File: config.mk
export PLATFORM = sky130hd
export DESIGN_NAME = instruction_fetch
export DESIGN_NICKNAME = d
export VERILOG_FILES = /design/src/rtl/instruction_fetch.sv
export SDC_FILE = /design/constraint.sdc
export NUM_CORES = 1
export LEC_CHECK = 0
export ABC_AREA = 1
export ABC_CLOCK_PERIOD_IN_PS = 5190
export CAP_MARGIN = 20
export CELL_PAD_IN_SITES_DETAIL_PLACEMENT = 1
export CELL_PAD_IN_SITES_GLOBAL_PLACEMENT = 2
export CORE_MARGIN = 3
export CORE_UTILIZATION = 38
export DETAILED_ROUTE_END_ITERATION = 10
export PLACE_DENSITY_LB_ADDON = 0.12
export SETUP_SLACK_MARGIN = 0.3
export SLEW_MARGIN = 20
export SYNTH_ARGS = -nofsm -noshare
export SYNTH_HDL_FRONTEND = slang
export SYNTH_SLANG_ARGS = --single-unit
File: constraint.sdc
create_clock -name clk -period 5.19 [get_ports clk]
set_input_delay 1.038 -clock clk [delete_from_list [all_inputs] [get_ports clk]]
set_output_delay 1.038 -clock clk [all_outputs]
set_load 0.02 [all_outputs]
File: src/rtl/instruction_fetch.sv
// Instruction fetch with prefetch queue, redirect and optional halt-on-opcode.
// Define IFETCH_HALT_EN to stop fetching after queuing HALT_OPCODE.
module instruction_fetch #(
  parameter int         DEPTH       = 4,
  parameter logic [7:0] RESET_PC    = 8'h00,
  parameter logic [7:0] HALT_OPCODE = 8'hFF
) (
  input  logic       clk,
  input  logic       rst_n,
  output logic [7:0] imem_addr,
  input  logic [7:0] imem_data,
  output logic [7:0] instr_out,
  output logic [7:0] instr_pc,
  output logic       instr_valid,
  input  logic       instr_ready,
  input  logic       redirect_valid,
  input  logic [7:0] redirect_pc,
  output logic       halted
);

  localparam int PW = $clog2(DEPTH);
  localparam int CW = PW + 1;
  localparam logic [CW-1:0] FULL = CW'(DEPTH);
  localparam logic [CW-1:0] CONE = CW'(1);
  localparam logic [PW-1:0] PONE = PW'(1);

  logic [7:0]    pc;
  logic [PW-1:0] wr_ptr;
  logic [PW-1:0] rd_ptr;
  logic [CW-1:0] count;
  logic [15:0]   q [DEPTH];
  logic          pop;
  logic          push;
  logic          stop;

  assign imem_addr   = pc;
  assign instr_valid = (count != '0);
  assign pop         = instr_valid & instr_ready;
  assign push        = !redirect_valid && !stop &&
                       ((count != FULL) || pop);

  // Head is forced to zero when empty so reset shows 00/00
  assign {instr_pc, instr_out} = instr_valid ? q[rd_ptr] : 16'h0000;

  always_ff @(posedge clk) begin
    if (push) q[wr_ptr] <= {pc, imem_data};
  end

  always_ff @(posedge clk or negedge rst_n) begin
    if (!rst_n) begin
      pc     <= RESET_PC;
      wr_ptr <= '0;
      rd_ptr <= '0;
      count  <= '0;
    end else if (redirect_valid) begin
      pc     <= redirect_pc;
      wr_ptr <= '0;
      rd_ptr <= '0;
      count  <= '0;
    end else begin
      if (push) begin
        pc     <= pc + 8'd1;
        wr_ptr <= wr_ptr + PONE;
      end
      if (pop) rd_ptr <= rd_ptr + PONE;
      case ({push, pop})
        2'b10:   count <= count + CONE;
        2'b01:   count <= count - CONE;
        default: count <= count;
      endcase
    end
  end

`ifdef IFETCH_HALT_EN
  logic halt_q;

  always_ff @(posedge clk or negedge rst_n) begin
    if (!rst_n)
      halt_q <= 1'b0;
    else if (redirect_valid)
      halt_q <= 1'b0;
    else if (push && (imem_data == HALT_OPCODE))
      halt_q <= 1'b1;
  end

  assign halted = halt_q;
  assign stop   = halt_q;
`else
  logic unused_halt;

  assign unused_halt = ^HALT_OPCODE;
  assign halted      = 1'b0;
  assign stop        = 1'b0;
`endif

endmodule

# After elaboration in Yosys (flattened, before gate mapping)
# Memories as Yosys holds them, arrays and structs flattened.
# Index checks and enable logic that the tools add are counted.
# totals
word_cells	32
mem_bits_rw	64
register_bits	15
memories	1
# memory_table
memory	depth	word_bits	rd	rd_ports_with_merged_regs	wr	line_no	text
q	4	16	1	0	1	31	logic [15:0] q [DEPTH];
# op_classes
add_sub_neg	5
n_bitwise	1
n_eq_ne	3
reduce_logical	7
n_mux	11
# op_table
operator	n
$mux 16	1
$mux 8	2
$add 8x1->8 const B	1
$mux 2	4
$pmux 3 s2	1
$reduce_bool 3->1	2
$add 2x1->2 const B	2
$reduce_bool 2->1	2
$add 3x1->3 const B	1
$mux 3	1
$ne 3x3->1 const B	1
$sub 3x1->3 const B	1
$eq 2x1->1 const B	1
$eq 2x2->1 const B	1
$mux 1	2
$and 1x1->1	1
$logic_and 1x1->1	1
$logic_not 1->1	1
$logic_or 1x1->1	1

# Depth between registers and ports, before layout
# depth
depth_word	7
ltp_mapped	9

# Worst setup path after synthesis
# No wires, ideal clock.
# synth_timing
path_type	input port to flip-flop
from	in redirect_valid
to	mem q[0][0] (enable)
path_stages	4
path_slack_ns	2.733
setup_time_ns	0.389
arrival_time_ns	2.068
n_path_buf	1
cell_sequence	buf_4 inv_4 nand2_4 nor2_1
# synth_between
elab_chain_cells	4
# synth_lines
item	line_no	text
from (decl)	16	input logic redirect_valid,
$logic_not 1->1	39	assign push = !redirect_valid && !stop &&
$logic_and 1x1->1	39	
$mux 1	46	if (push) q[wr_ptr] <= {pc, imem_data};
$mux 1 (implied by the code)	46	
to (decl)	31	
# Every way passes these cells.

# Worst setup path after layout
# layout_timing
from	reg rd_ptr[0]
to	out instr_pc[3]
# layout_between
elab_chain_cells	2
# layout_lines
item	line_no	text
from (decl)	29	logic [PW-1:0] rd_ptr;
from (signal assigned)	65	if (pop) rd_ptr <= rd_ptr + PONE;
$mem_v2 4x16	n/a	
$mux 16	43	assign {instr_pc, instr_out} = instr_valid ? q[rd_ptr] : 16'h0000;
to (decl)	13	output logic [7:0] instr_pc,
# Every way passes these cells.

==> flow_summary.yaml <==
power_and_ir_drop:
  peakVddDrop_mv: 0.186
  power.density_nw_per_um2: 447
  p_leak_uw: 0.00162
synth:
  syn-num-nets: 350
  synth_ff_type: "edfxtp_1"
  yosys_register_bits: 79
  synth_top_cell_area_share_pct: 54.5
  seq_area_frac_synth_pct: 65.2
  synth_area_leaders: "edfxtp_1, dfrtp_1, nor2_1"
  avgSynthCellArea_um2: 10.9
  syn_area_um2: 3520
  netlist_instances: 324
  yosysMostFrequentCell: "nor2_1"
  async_flop_share_pct: 19.0
  synth_common_cells: "nor2_1, edfxtp_1, o21ai_0, nand2_1, inv_1"
  synth_warnings: 0
  yosysTopAreaCell: "edfxtp_1"
  synth_edf_count: 64
  ys_types: 28
timing:
  tns_ns: 0
  worstMarginPinSlew_ns: 0.779
  hold_viol: 0
  min_period_ns: 3.68
  slew_headroom_pct: 47.9
  finalCritPeriodShare_pct: 70.9
  skew_ns: 0.00739
  setup_violations: 0
  fmaxAchievable_ghz: 0.272
  rsz0062_at_grt: "false"
  maxSlewViolCount: 0
setup_path:
  required_ns: 4.15
  crit_arrival_ns: 2.64
  critical_path.max_fanout: 34
  critPathLaunchType: "flip-flop"
  critPathKind: "flip-flop to output port"
  endpoint_kind: "output port"
drt:
  num_vias: 2417
  top_layer_used: "met4"
  wl_per_cell_um: 16.4
  wl_met2_um: 4080
  drc: 0
  met3WireLength_um: 287
  m1WireLength_um: 3440
  dr.pass1.iters: 4
  vias_per_cell: 5.00
  drtIter0Drc: 31
  wl_um: 7910
  ant_nets: 0
clocking:
  clock_latency_ns: 0.34
  clk_pin_slew_ns: 0.07
  postCtsResizedCells: 0
  clock_path_buffers: 2
  cts_tree: "built"
  clock-sinks: 79
  htreeDepth: 3
  cts_setup_buffers: 0
  clock-root-buffer: "clkbuf_8"
  cts-hold-fix-buffers: 0
  cts_buffers: 9
hold_path:
  hp-class: "flip-flop to flip-flop"
placed_design:
  gp_congestion: 0.795
  dpl.hpwl_um: 5210
  portBuffers: 44
  place_inst: 467
  post_dp_cell_area_um2: 4030
run:
  cap_viol_max_count: 0
die:
  initial_core_util_pct: 39.8
  core_um2: 8850
  io_pins: 46
  dieArea_um2: 10500
  rows: 34
  die_x_um: 102
  die_h_um: 102
layout:
  syn2layout_area_growth_pct: 20.5
  instances_no_fill: 483
  drive_above_1_share_pct: 9.60
  diodes: 0
  fin_area_um2: 4250
  fin_nets: 396
  final.fill_count: 983
global_routing:
  grt_pass1_wl_um: 12900
  grt_max_degree: 35
  overflow: 0
  grt_pass1_vias: 2603
  antenna_found_initial: 0
  grt_usage_pct: 16.4
status:
  run_status: "finished clean"
## critical path, stage by stage, from the launching register on
cell and delay, ns:
dfrtp_1 0.60, buf_4 0.31, inv_2 0.40, o21ai_0 0.18, a21oi_1 0.18, clkdlybuf4s50_1 0.63
## kinds of logic (layout without fill, tap and decap cells)
logic type / after synthesis / count (layout) / synth area share (%)
other: 1 / 1 / 0.106
and+or+nand+nor: 133 / 133 / 16.8
xor gates and xnor gates: 2 / 2 / 0.497
adders and majority gates: 6 / 6 / 2.34
buffers and inverters: 40 / 91 / 5.82
DFF: 79 / 79 / 65.2
AOI/OAI and AO/OA: 63 / 63 / 9.20
## area by class of cell
| type | count | area, µm² | share of cell area, % |
|---|---|---|---|
| sequential | 79 | 2300 | 54.1 |
| multi-input combinational | 205 | 1020 | 24.0 |
| timing repair buffer | 49 | 478 | 11.3 |
| tap | 108 | 135 | 3.18 |
| clock buffer | 10 | 128 | 3.01 |
| inverter | 26 | 103 | 2.42 |
| clock inverter | 6 | 85.1 | 2.00 |
## layout by cell type, fill, tap and decap left out, types with 2 or more instances in the layout
cell	n
inv_1	18
a31oi_1	2
nor2_4	2
o21ai_0	37
inv_4	2
buf_4	5
dfrtp_1	15
nand4_1	2
nand2_1	34
ha_1	5
nand3_1	10
a21oi_1	17
xor2_1	2
edfxtp_1	64
clkbuf_8	9
clkdlybuf4s50_1	44
o21ai_1	5
bufinv_16	2
nand3b_1	2
inv_2	6
nor2_1	76
nand2_4	5
## sequential cells by signal, indices dropped and copies added, names as in the netlist
| name | count |
|---|---|
| rd_ptr | 2 |
| count | 3 |
| imem_addr | 8 |
| q | 64 |
| wr_ptr | 2 |
## per-layer routing
layer	vias to the layer above	track usage, %
met1	1183	19.2
met4	0	5.95
li1	1187	-
met3	8	4.03
met5	-	0
met2	39	29.3
## stage by stage
step                      hold slack (ns)  power, µW  utilization (%)  worst slack, ns
after detailed placement            0.560       1440             45.6             1.82
after CTS                           0.571       1930             48.0             1.44
final                               0.560       1900             48.0             1.51
after global routing                0.603       2010             48.0             1.30
after floorplan                     0.498       1190                -             2.73
after global placement              0.545       1430             45.6             1.89
## where the power goes
part	switching (µW)	leakage, µW	internal, µW
Sequential	64.2	0.000772	754
Combinational	357	0.000740	240
Clock	214	0.000104	269
## worst paths after layout
| kind | from | endpoint | slack (ns) | cells after the start |
|---|---|---|---|---|
| worst min-delay path | wr_ptr[0] | wr_ptr[0] | 0.56 | 1 |
| min in group asynchronous | rst_n | imem_addr[3] | 1.15 | 1 |
| max in group asynchronous | rst_n | rd_ptr[0] | 3.55 | 1 |
| worst min register to register | wr_ptr[0] | wr_ptr[0] | 0.56 | 1 |
| worst max register to register | count[1] | count[2] | 3.44 | 8 |
| worst max-delay path | rd_ptr[0] | instr_pc[3] | 1.51 | 5 |
No activity file was read; power rests on OpenSTA's default activity.
